===== config.mk =====
export PLATFORM = sky130hd
export DESIGN_NAME = vga_timing_gen
export DESIGN_NICKNAME = d
export VERILOG_FILES = /design/src/rtl/vga_timing_pkg.sv /design/src/rtl/vga_ctl_delay.sv /design/src/rtl/vga_timing_gen.sv
export SDC_FILE = /design/constraint.sdc
export NUM_CORES = 1
export LEC_CHECK = 0
export ABC_AREA = 0
export ABC_CLOCK_PERIOD_IN_PS = 2000
export CAP_MARGIN = 0
export CORE_MARGIN = 2
export CORE_UTILIZATION = 30
export CTS_CLUSTER_DIAMETER = 120
export DETAILED_ROUTE_END_ITERATION = 16
export MAX_ROUTING_LAYER = met4
export PLACE_DENSITY = 0.51
export SLEW_MARGIN = 10
export SYNTH_ARGS = -nofsm -noshare
export SYNTH_HDL_FRONTEND = slang
export SYNTH_SLANG_ARGS = --single-unit
export TNS_END_PERCENT = 10

===== constraint.sdc =====
create_clock -name clock -period 2 [get_ports clock]
set_input_delay 0.5 -clock clock [delete_from_list [all_inputs] [get_ports clock]]
set_output_delay 0.5 -clock clock [all_outputs]
set_load 0.005 [all_outputs]

===== src/rtl/vga_timing_pkg.sv =====
// Shared types and constants for the VGA timing generator.
//   coord_t      : 10-bit unsigned pixel/line coordinate
//   vga_ctl_t    : packed {hs, vs, video_on} carried through the alignment delay
//   VGA_CTL_IDLE : inactive control value (syncs high, video off)
//   H_TOTAL .. V_SYNC_END : derived constants of the standard 640x480@60 mode
package vga_timing_pkg;

    typedef logic [9:0] coord_t;

    typedef struct packed {
        logic hs;
        logic vs;
        logic video_on;
    } vga_ctl_t;

    localparam vga_ctl_t VGA_CTL_IDLE = '{hs: 1'b1, vs: 1'b1, video_on: 1'b0};

    // Standard 640x480@60 geometry (visible + front porch + sync + back porch).
    localparam int unsigned H_TOTAL      = 640 + 16 + 96 + 48;
    localparam int unsigned V_TOTAL      = 480 + 10 + 2 + 33;
    localparam int unsigned H_SYNC_START = 640 + 16;
    localparam int unsigned H_SYNC_END   = 640 + 16 + 96 - 1;
    localparam int unsigned V_SYNC_START = 480 + 10;
    localparam int unsigned V_SYNC_END   = 480 + 10 + 2 - 1;

    // Inclusive range test on a coordinate.
    function automatic logic in_span(input coord_t v, input coord_t lo, input coord_t hi);
        return (v >= lo) && (v <= hi);
    endfunction

endpackage


===== src/rtl/vga_ctl_delay.sv =====
// Enable-gated shift register of vga_ctl_t used to align hs/vs/video_on with the
// colour produced by the downstream synchronous ROM lookup.
//   clock : system clock
//   reset : asynchronous, active-high; every stage loads VGA_CTL_IDLE
//   ce    : shift enable (one pixel)
//   d     : undelayed control bits
//   q     : control bits delayed by DEPTH enabled cycles (last stage register)
module vga_ctl_delay
    import vga_timing_pkg::*;
#(
    parameter int unsigned DEPTH = 2
) (
    input  logic     clock,
    input  logic     reset,
    input  logic     ce,
    input  vga_ctl_t d,
    output vga_ctl_t q
);

    vga_ctl_t stage_q [DEPTH];

    always_ff @(posedge clock or posedge reset) begin
        if (reset) begin
            for (int i = 0; i < int'(DEPTH); i++) begin
                stage_q[i] <= VGA_CTL_IDLE;
            end
        end else if (ce) begin
            stage_q[0] <= d;
            for (int i = 1; i < int'(DEPTH); i++) begin
                stage_q[i] <= stage_q[i-1];
            end
        end
    end

    assign q = stage_q[DEPTH-1];

endmodule


===== src/rtl/vga_timing_gen.sv =====
// VGA timing generator: pixel clock enable, horizontal/vertical counters, sync and
// visibility decode, and a PIPE_LAT-pixel delay on hs/vs/video_on.
//   clock       : system clock (50 MHz)
//   reset       : asynchronous, active-high
//   pixel_ce    : one-clock pixel enable, every CLK_DIV clocks
//   DrawX/DrawY : current (undelayed) horizontal/vertical counts
//   hs/vs       : active-low syncs, delayed PIPE_LAT pixels
//   video_on    : visible region, delayed PIPE_LAT pixels
//   line_start  : pixel_ce while DrawX==0
//   frame_start : pixel_ce while DrawX==0 and DrawY==0
module vga_timing_gen
    import vga_timing_pkg::*;
#(
    parameter int unsigned H_VISIBLE = 640,
    parameter int unsigned H_FP      = 16,
    parameter int unsigned H_SYNC    = 96,
    parameter int unsigned H_BP      = 48,
    parameter int unsigned V_VISIBLE = 480,
    parameter int unsigned V_FP      = 10,
    parameter int unsigned V_SYNC    = 2,
    parameter int unsigned V_BP      = 33,
    parameter int unsigned CLK_DIV   = 2,
    parameter int unsigned PIPE_LAT  = 2
) (
    input  logic       clock,
    input  logic       reset,
    output logic       pixel_ce,
    output logic [9:0] DrawX,
    output logic [9:0] DrawY,
    output logic       hs,
    output logic       vs,
    output logic       video_on,
    output logic       line_start,
    output logic       frame_start
);

    localparam int unsigned H_LEN = H_VISIBLE + H_FP + H_SYNC + H_BP;
    localparam int unsigned V_LEN = V_VISIBLE + V_FP + V_SYNC + V_BP;

    localparam coord_t X_LAST = coord_t'(H_LEN - 1);
    localparam coord_t Y_LAST = coord_t'(V_LEN - 1);
    localparam coord_t X_VIS  = coord_t'(H_VISIBLE);
    localparam coord_t Y_VIS  = coord_t'(V_VISIBLE);
    localparam coord_t HS_LO  = coord_t'(H_VISIBLE + H_FP);
    localparam coord_t HS_HI  = coord_t'(H_VISIBLE + H_FP + H_SYNC - 1);
    localparam coord_t VS_LO  = coord_t'(V_VISIBLE + V_FP);
    localparam coord_t VS_HI  = coord_t'(V_VISIBLE + V_FP + V_SYNC - 1);

    localparam logic [1:0] DIV_LAST = 2'(CLK_DIV - 1);

    // Reject geometries or rates the 10-bit counters and 2-bit divider cannot hold.
    if (H_LEN > 1023 || V_LEN > 1023) begin : g_bad_total
        $error("vga_timing_gen: line or frame total exceeds 1023");
    end
    if (CLK_DIV < 1 || CLK_DIV > 4) begin : g_bad_clk_div
        $error("vga_timing_gen: CLK_DIV must be 1..4");
    end
    if (PIPE_LAT < 1 || PIPE_LAT > 4) begin : g_bad_pipe_lat
        $error("vga_timing_gen: PIPE_LAT must be 1..4");
    end
    if (H_VISIBLE < 1 || H_SYNC < 1 || V_VISIBLE < 1 || V_SYNC < 1) begin : g_bad_geom
        $error("vga_timing_gen: visible and sync widths must be non-zero");
    end

    logic [1:0] div_q, div_d;
    coord_t     x_q, x_d;
    coord_t     y_q, y_d;
    vga_ctl_t   ctl_raw;
    vga_ctl_t   ctl_q;

    always_ff @(posedge clock or posedge reset) begin
        if (reset) begin
            div_q <= '0;
            x_q   <= '0;
            y_q   <= '0;
        end else begin
            div_q <= div_d;
            if (pixel_ce) begin
                x_q <= x_d;
                y_q <= y_d;
            end
        end
    end

    always_comb begin
        div_d = (div_q == DIV_LAST) ? 2'd0 : div_q + 2'd1;
        x_d   = x_q + 10'd1;
        y_d   = y_q;
        if (x_q == X_LAST) begin
            x_d = '0;
            y_d = (y_q == Y_LAST) ? 10'd0 : y_q + 10'd1;
        end
    end

    // Gated by reset so no enable escapes while reset is held.
    assign pixel_ce = (div_q == DIV_LAST) && !reset;

    always_comb begin
        ctl_raw          = VGA_CTL_IDLE;
        ctl_raw.hs       = !in_span(x_q, HS_LO, HS_HI);
        ctl_raw.vs       = !in_span(y_q, VS_LO, VS_HI);
        ctl_raw.video_on = (x_q < X_VIS) && (y_q < Y_VIS);
    end

    vga_ctl_delay #(
        .DEPTH(PIPE_LAT)
    ) u_ctl_delay (
        .clock(clock),
        .reset(reset),
        .ce   (pixel_ce),
        .d    (ctl_raw),
        .q    (ctl_q)
    );

    assign DrawX       = x_q;
    assign DrawY       = y_q;
    assign hs          = ctl_q.hs;
    assign vs          = ctl_q.vs;
    assign video_on    = ctl_q.video_on;
    assign line_start  = pixel_ce && (x_q == 10'd0);
    assign frame_start = pixel_ce && (x_q == 10'd0) && (y_q == 10'd0);

endmodule

==> results.sh, run 1 <==
export IMPL_grt_antenna_before_repair=0
export IMPL_synth_main_ff_cell="dfrtp_1"
export IMPL_violations="negative setup slack"
export IMPL_power_share_sequential=0.464
export IMPL_seq_area_frac_synth=0.490
export IMPL_cts_inserted_buffers=3
export IMPL_cp_data_required_time_ns=1.50
export IMPL_m1WireLength_um=1800
export IMPL_rows=25
export IMPL_power_share_clock=0.231
export IMPL_max_slew_worst_pin_slew_ns=0.259
export IMPL_core_sq_um=4660
export IMPL_drtAntennaViolNets=0
export IMPL_start_util=0.309
export IMPL_p_sw_frac=0.283
export IMPL_multi_input_area_sq_um=746
export IMPL_cp_arrival_ns=1.80
export IMPL_outcome="complete, but fails checks"
export IMPL_drive_gt1_frac=0.317
export IMPL_hold_class="in2async"
export IMPL_power_density_nw_per_um2=620
export IMPL_grt_overflow=0
export IMPL_worstSetupStartpointType="register"
export IMPL_syn_nets=161
export IMPL_yosys_top_cells_area="dfrtp_1 (42%), dfstp_2 (7.3%), nand2_1 (6.3%), o21ai_0 (5.2%), ha_1 (4.3%)"
export IMPL_final_core_util=0.480
export IMPL_die_area_sq_um=5370
export IMPL_clkSinkCount=28
export IMPL_final_cells=278
export IMPL_final_common_cell="buf_4"
export IMPL_synthCells=154
export IMPL_wire_per_inst_um=14.1
export IMPL_die_h_um=73.3
export IMPL_finalSetupViolations=8
export IMPL_comb_power_share=0.305
export IMPL_synth_edf_count=0
export IMPL_regArea_sq_um=706
export IMPL_vias_per_cell=4.90
export IMPL_cts_buffer_depth=2
export IMPL_place_area_sq_um=2020
export IMPL_top_layer_used="met4"
export IMPL_crit_type="reg2out"
export IMPL_cts_clk_slew_worst_paths_ns=0.10
export IMPL_synth_top_cell_by_area="dfrtp_1"
export IMPL_cts_tree="done"
export IMPL_clk_latency_ns=0.27
export IMPL_grt_pass1_wl_um=6300
export IMPL_layout_common_cells="buf_4 (42), dfrtp_1 (24), nand2_1 (24), clkdlybuf4s50_1 (23), o21ai_0 (15)"
export IMPL_cp_startpoint="div_q[1]"
export IMPL_min_period_over_period=1.15
export IMPL_drc=0
export IMPL_root_buffer="clkbuf_8"
export IMPL_routed_wl_um=3910
export IMPL_rsz0062_at_grt="true"
export IMPL_r2r_start="div_q[1]"
export IMPL_dr_pass1_iters=4
export IMPL_wl_met3_um=193
export IMPL_met2WireLength_um=1890
export IMPL_place_ws_ns=-0.866
export IMPL_diodes=0
export IMPL_postLayoutCellArea_sq_um=2240
export IMPL_p_switching_w=0.000392
export IMPL_dp_hpwl_um=2710
export IMPL_drv_cap=0
export IMPL_cts_hold_buffers_added=0
export IMPL_fmaxAchievable_mhz=435
export IMPL_ys_warn_count=0
export IMPL_relSlewSlack=0.826
export IMPL_grt_max_degree=17
export IMPL_ys_ff_latch=28
export IMPL_final_nets=232
export IMPL_finalWorstPathRequiredPeriod_ns=2.30
export IMPL_fillCellCount=452
export IMPL_vias=1362
export IMPL_hold_violations=0
export IMPL_setup_slack_ns=-0.301
export IMPL_gp_congestion=0.942
export IMPL_dp_cells=264
export IMPL_chipWidth_um=73.3
export IMPL_slew_viol_final=0
export IMPL_synth_area_sq_um=1440
export IMPL_total_leakage_power_nw=1.03
export IMPL_area_delta_synth_final_pct=55.4
export IMPL_grt_util_all_layers=0.155
export IMPL_end_kind="primary output"
export IMPL_yosysUniqueCellTypes=33
export IMPL_pin_count=28
export IMPL_portBuffers=27
export IMPL_ir_drop_v=0.000244
export IMPL_crit_fanout=2
export IMPL_grt_pass1_vias=1307
export IMPL_drt_iter0_markers=81
export IMPL_htree_levels=1
export IMPL_syn_area_per_cell_sq_um=9.34
export IMPL_synth_top_area_frac=0.417
export IMPL_internal_power_w=0.000995
export IMPL_skew_ns=0.00431
export IMPL_async_flop_share=1.00
## per-layer routing
| metal | track usage | vias to the layer above |
|---|---|---|
| met5 | - | - |
| met4 | 0.0432 | 0 |
| met3 | 0.0206 | 2 |
| met2 | 0.243 | 44 |
| met1 | 0.211 | 642 |
| li1 | - | 674 |
## cell families (layout without fill, tap and decap cells)
group,after synthesis,in the layout,share of synthesized area
adders and majority gates,5,5,0.0435
DFF,28,28,0.490
AOI/OAI and AO/OA,24,24,0.0948
buffers and inverters,16,86,0.0470
and+or+nand+nor,71,71,0.263
xor gates and xnor gates,10,10,0.0609
## state kept, by name, summed over array words and instances (netlist names)
register             cells
div_q                    2
DrawX                   10
u_ctl_delay.stage_q      3
u_ctl_delay.q            3
DrawY                   10
## final timing paths
| path | cells after the start | to | slack, ns |
|---|---|---|---|
| setup / recovery | 7 | frame_start | -0.30 |
| hold / removal | 3 | div_q[0] | 0.31 |
| setup reg to reg | 6 | DrawY[3] | -0.16 |
| hold reg to reg | 2 | u_ctl_delay.q[2] | 0.46 |
| max in group asynchronous | 3 | u_ctl_delay.stage_q[5] | 1.41 |
| min in group clock | 2 | u_ctl_delay.q[2] | 0.46 |
## metrics by stage
stage	total power, W	setup TNS [ns]	hold slack (ns)
finish	0.00139	-0.997	0.313
floorplan	0.000802	0	0.401
detailed placement	0.00102	-8.90	0.451
CTS	0.00138	-0.612	0.320
global route	0.00147	-1.62	0.330
global placement	0.00101	-8.67	0.449
## power by group through the flow
stage	Clock (W)	Combinational, W	Sequential (W)
final	0.000321	0.000422	0.000644
after detailed placement	0	0.000362	0.000654
after floorplan	0	0.000124	0.000678
after global routing	0.000354	0.000466	0.000648
after global placement	0	0.000360	0.000653
after CTS	0.000329	0.000410	0.000643
## what timing repair did
item / CTS / global route
setup endpoints to repair: 16 / 10
resized for setup: 30 / 7
pin swaps: 6 / 5
setup buffers: 6 / 4
cloned: 0 / 0
## final cells by class
type | count | area share
well taps | 54 | 0.0302
multi-input cells | 110 | 0.334
clock buffers | 4 | 0.0201
repair buffers | 73 | 0.284
inverters | 9 | 0.0162
flip-flops and latches | 28 | 0.316
## critical path: stages (launching register included)
cell and delay, ns:
dfrtp_1 0.39, or3b_4 0.41, inv_4 0.08, nand3_4 0.08, nor3_4 0.18, buf_4 0.13, and3_4 0.17, buf_6 0.09
## synth_stat cells, types with 5 or more instances
cell / count
dfrtp_1: 24
nand2_1: 24
o21ai_0: 15
nand3_1: 10
inv_1: 9
nor2_1: 6
xor2_1: 6
and3_1: 5
clkbuf_1: 5
ha_1: 5
nor3_1: 5
Note: power is estimated with default switching activity, not from simulation.
==> run 2, diff against run 1 <==
--- a/config.mk
+++ b/config.mk
@@ -13,7 +13,7 @@
 export CTS_CLUSTER_DIAMETER = 120
 export DETAILED_ROUTE_END_ITERATION = 16
 export MAX_ROUTING_LAYER = met4
-export PLACE_DENSITY = 0.51
+export SKIP_LAST_GASP = 1
 export SLEW_MARGIN = 10
 export SYNTH_ARGS = -nofsm -noshare
 export SYNTH_HDL_FRONTEND = slang
==> run 2 against run 1 <==
  * The flow still finishes with violations (negative setup slack)
  * Power is 5.1% higher
  * Combinational power down 12%
  * Hold slack gained 0.078 ns
  * Critical path type unchanged
  * Clock power increased by 39%
  * Count of clock-buffer cells in the layout decreased by 1
  * First-iteration DRC count fell by 31%
  * Global-route usage fell by 0.97 points
  * Fmax grew 3.2%
  * Clock skew is 0.00088 ns higher
  * Flip-flop and latch count unchanged
  * Die area unchanged
  * Routed wire length decreased by 14%
==> results.sh, run 2 (synthesized netlist as in run 1, its figures left out) <==
export IMPL_outcome="complete, but fails checks"
export IMPL_violations="negative setup slack"
export IMPL_rsz0062_at_grt="true"
export IMPL_cts_hold_buffers_added=0
export IMPL_die_area_sq_um=5370
export IMPL_die_h_um=73.3
export IMPL_cp_data_required_time_ns=1.50
export IMPL_dr_pass1_iters=4
export IMPL_diodes=0
export IMPL_cts_buffer_depth=2
export IMPL_relSlewSlack=0.750
export IMPL_rows=25
export IMPL_dp_cells=259
export IMPL_crit_fanout=2
export IMPL_drv_cap=0
export IMPL_finalSetupViolations=6
export IMPL_vias_per_cell=4.71
export IMPL_routed_wl_um=3360
export IMPL_layout_common_cells="buf_4 (32), dfrtp_1 (24), nand2_1 (24), clkdlybuf4s50_1 (23), o21ai_0 (15)"
export IMPL_ir_drop_v=0.000281
export IMPL_final_nets=219
export IMPL_place_area_sq_um=1990
export IMPL_final_core_util=0.448
export IMPL_end_kind="primary output"
export IMPL_dp_hpwl_um=2520
export IMPL_clk_latency_ns=0.27
export IMPL_total_power_w=0.00146
export IMPL_cp_arrival_ns=1.73
export IMPL_finalWorstPathRequiredPeriod_ns=2.23
export IMPL_wire_per_inst_um=12.7
export IMPL_grt_pass1_wl_um=5950
export IMPL_chipWidth_um=73.3
export IMPL_slew_viol_final=0
export IMPL_pin_count=28
export IMPL_drc=0
export IMPL_portBuffers=27
export IMPL_cts_tree="done"
export IMPL_hold_violations=0
export IMPL_min_period_over_period=1.11
export IMPL_drt_iter0_markers=56
export IMPL_fmaxAchievable_mhz=448
export IMPL_final_common_cell="buf_4"
export IMPL_drive_gt1_frac=0.261
export IMPL_area_delta_synth_final_pct=45.2
export IMPL_clkSinkCount=28
export IMPL_grt_max_degree=29
export IMPL_setup_tns_ns=-0.724
export IMPL_drtAntennaViolNets=0
export IMPL_fillCellCount=467
export IMPL_worstSetupStartpointType="register"
export IMPL_postLayoutCellArea_sq_um=2090
export IMPL_core_sq_um=4660
export IMPL_grt_pass1_vias=1314
export IMPL_power_density_nw_per_um2=698
export IMPL_hold_class="in2async"
export IMPL_total_leakage_power_nw=0.978
export IMPL_start_util=0.309
export IMPL_root_buffer="clkbuf_8"
export IMPL_max_slew_worst_pin_slew_ns=0.371
export IMPL_setup_slack_ns=-0.230
export IMPL_final_cells=265
export IMPL_grt_overflow=0
export IMPL_grt_antenna_before_repair=0
export IMPL_cts_clk_slew_worst_paths_ns=0.10
export IMPL_grt_util_all_layers=0.145
export IMPL_htree_levels=1
export IMPL_gp_congestion=0.771
export IMPL_skew_ns=0.00520
export IMPL_cts_inserted_buffers=3
export IMPL_multi_input_area_sq_um=701
export IMPL_crit_type="reg2out"
export IMPL_vias=1247
export IMPL_regArea_sq_um=706
==> run 2: cell types whose count changed in the layout (fill, tap and decap cells not counted), sizes merged <==
cell         before  now
dlygate4sd2       0    1
buf              48   35
bufinv            0    1
clkbuf            5    3
==> run 2: area by class of cell <==
cell class | count | area share
Tap cell | 54 | 0.0323
Sequential cell | 28 | 0.338
Timing Repair Buffer | 60 | 0.244
Clock buffer | 3 | 0.0198
Multi-Input combinational cell | 110 | 0.335
Inverter | 9 | 0.0162
Clock inverter | 1 | 0.0144
==> run 2: metal layers <==
layer	vias up	global-route usage	share of wire
li1	651	-	-
met1	577	0.197	0.50
met2	17	0.229	0.46
met3	2	0.0165	0.028
met4	0	0.0432	0.010
met5	-	-	0
==> run 2: metrics by stage <==
step | hold slack [ns] | setup slack [ns]
final | 0.391 | -0.230
after floorplan | 0.401 | 0.00163
after global placement | 0.443 | -0.848
after global routing | 0.430 | -0.317
after CTS | 0.458 | -0.258
after detailed placement | 0.443 | -0.856
==> run 2: timing repair <==
action / in CTS / in global routing
endpoints found under the setup margin: 15 / 15
pin swaps: 4 / 3
buffers inserted: 2 / 0
gates resized for setup: 17 / 2
==> run 2: critical path, stage by stage (launching register included) <==
cell     delay [ns]
dfrtp_1        0.40
inv_2          0.08
ha_4           0.13
or4b_4         0.45
nor3_2         0.11
and3_1         0.17
buf_2          0.11
==> run 2: final timing paths <==
path	slack, ns	cells past startpoint	from	end
min reg2reg	0.46	2	u_ctl_delay.stage_q[5]	u_ctl_delay.q[2]
min	0.39	3	reset	div_q[0]
max in group asynchronous	1.30	3	reset	u_ctl_delay.q[2]
max reg2reg	-0.10	5	div_q[1]	DrawY[9]
min in group clock	0.46	2	u_ctl_delay.stage_q[5]	u_ctl_delay.q[2]
max	-0.23	6	DrawY[1]	frame_start
==> run 2: report_power, final <==
| group | internal (W) | total, W | switching, W |
|---|---|---|---|
| combinational | 0.000205 | 0.000370 | 0.000165 |
| sequential | 0.000617 | 0.000643 | 0.0000259 |
| clock | 0.000268 | 0.000445 | 0.000178 |
| total | 0.00109 | 0.00146 | 0.000368 |
==> run 3, diff against run 2 <==
--- a/config.mk
+++ b/config.mk
@@ -12,6 +12,7 @@
 export CORE_UTILIZATION = 30
 export CTS_CLUSTER_DIAMETER = 120
 export DETAILED_ROUTE_END_ITERATION = 16
+export DONT_BUFFER_PORTS = 1
 export MAX_ROUTING_LAYER = met4
 export SKIP_LAST_GASP = 1
 export SLEW_MARGIN = 10
==> run 3 against run 2 <==
  * The run still ends with negative setup slack left
  * Final cell count is 14% lower
  * Hold slack got worse by 0.22 ns
  * Sequential share of layout area grew 6.7 points
  * Via count down 9.7%
  * Routed wire length shrank 0.27%
  * Utilization down 7.4 points
  * Critical endpoint unchanged
  * Largest power group unchanged
==> results.sh, run 3 (synthesized netlist as in run 1, its figures left out) <==
export IMPL_portBuffers=0
export IMPL_drt_iter0_markers=51
export IMPL_cts_hold_buffers_added=0
export IMPL_layout_common_cells="dfrtp_1 (24), nand2_1 (24), buf_4 (22), o21ai_0 (15), nand3_1 (9)"
export IMPL_cts_inserted_buffers=3
export IMPL_drc=0
export IMPL_chipWidth_um=73.3
export IMPL_root_buffer="clkbuf_8"
export IMPL_grt_util_all_layers=0.142
export IMPL_gp_congestion=0.883
export IMPL_start_util=0.309
export IMPL_regArea_sq_um=706
export IMPL_relSlewSlack=0.604
export IMPL_rows=25
export IMPL_drtAntennaViolNets=0
export IMPL_hold_violations=0
export IMPL_fin_hold_ws_ns=0.167
export IMPL_area_delta_synth_final_pct=21.3
export IMPL_ir_drop_v=0.000267
export IMPL_die_h_um=73.3
export IMPL_grt_overflow=0
export IMPL_finalWorstPathRequiredPeriod_ns=2.15
export IMPL_vias_per_cell=4.96
export IMPL_vias=1126
export IMPL_final_nets=182
export IMPL_cts_tree="done"
export IMPL_crit_type="reg2out"
export IMPL_r2r_start="div_q[1]"
export IMPL_htree_levels=1
export IMPL_clkSinkCount=28
export IMPL_r2r_end="DrawY[7]"
export IMPL_violations="negative setup slack"
export IMPL_max_slew_worst_pin_slew_ns=0.593
export IMPL_grt_pass1_wl_um=5760
export IMPL_finalSetupViolations=2
export IMPL_dp_hpwl_um=2430
export IMPL_diodes=0
export IMPL_crit_slowest_cell="or4b_4"
export IMPL_grt_pass1_vias=1166
export IMPL_total_leakage_power_nw=0.811
export IMPL_die_area_sq_um=5370
export IMPL_multi_input_area_sq_um=712
export IMPL_clk_latency_ns=0.27
export IMPL_setup_slack_ns=-0.147
export IMPL_pin_count=28
export IMPL_fmaxAchievable_mhz=466
export IMPL_max_stage_delay_ns=0.45
export IMPL_place_ws_ns=-0.0241
export IMPL_wire_per_inst_um=14.7
export IMPL_routed_wl_um=3350
export IMPL_crit_fanout=2
export IMPL_postLayoutCellArea_sq_um=1750
export IMPL_hold_class="in2async"
export IMPL_cts_clk_slew_worst_paths_ns=0.09
export IMPL_min_period_over_period=1.07
export IMPL_path_cells="inv_2 > ha_4 > or4b_4 > nor3_2 > and3_4"
export IMPL_outcome="complete, but fails checks"
export IMPL_grt_antenna_before_repair=0
export IMPL_place_area_sq_um=1650
export IMPL_cts_buffer_depth=2
export IMPL_grt_max_degree=16
export IMPL_dr_pass1_iters=4
export IMPL_core_sq_um=4660
export IMPL_skew_ns=0.00252
export IMPL_cp_data_required_time_ns=1.50
export IMPL_worstSetupStartpointType="register"
export IMPL_setup_tns_ns=-0.220
export IMPL_power_density_nw_per_um2=707
export IMPL_end_kind="primary output"
export IMPL_drv_cap=0
export IMPL_fillCellCount=464
export IMPL_drive_gt1_frac=0.249
export IMPL_reg2reg_depth=4
export IMPL_slew_viol_final=0
export IMPL_ff2ff_setup_slack_ns=0.12
export IMPL_cp_arrival_ns=1.65
export IMPL_rsz0062_at_grt="true"
run 3: worst max path at each step:
stage	start	end	slack [ns]	depth (start not counted)
final	DrawY[1]	frame_start	-0.15	5
after global routing	div_q[1]	frame_start	-0.22	5
after CTS	div_q[1]	frame_start	-0.16	5
after detailed placement	reset	frame_start	-0.02	5
after global placement	reset	frame_start	-0.05	5
after floorplan	reset	DrawY[9]	0.002	5
run 3: timing repair:
action | 4_1_cts | 5_1_grt
endpoints found under the setup margin | 2 | 3
gates resized for setup | 6 | 3
pin swaps | 3 | 4
buffers inserted | 2 | 1
run 3: report_power, final:
| group | switching, W | internal (W) | leakage [nW] | total (W) |
|---|---|---|---|---|
| logic | 0.000156 | 0.000130 | 0.441 | 0.000286 |
| clock network | 0.000172 | 0.000135 | 0.0216 | 0.000308 |
| registers | 0.0000243 | 0.000617 | 0.349 | 0.000641 |
| total | 0.000352 | 0.000882 | 0.811 | 0.00123 |
run 3: metrics by stage:
step / utilization / total power (W) / cells
floorplan: - / 0.000802 / 154
global placement: 0.353 / 0.000910 / 221
detailed placement: 0.353 / 0.000915 / 221
CTS: 0.371 / 0.00124 / 226
global route: 0.374 / 0.00130 / 227
finish: 0.374 / 0.00123 / 227
run 3: final cells by class:
cell class | instances | area share
multi-input cells | 110 | 0.408
well taps | 54 | 0.0387
repair buffers | 23 | 0.106
inverters | 9 | 0.0194
flip-flops and latches | 28 | 0.404
clock buffers | 3 | 0.0237
run 3: routing by layer:
layer / GRT usage / part of all wire / up-vias
met1: 0.198 / 0.47 / 525
met2: 0.207 / 0.47 / 27
met5: - / 0 / -
met3: 0.0233 / 0.052 / 5
li1: - / - / 569
met4: 0.0576 / 0.015 / 0
run 3: critical path, delay by kind of cell, from the launching register on:
family                     cells  cell delay [ns]
and+or+nand+nor                3             0.77
buffers and inverters          1             0.08
adders and majority gates      1             0.13
DFF                            1             0.39
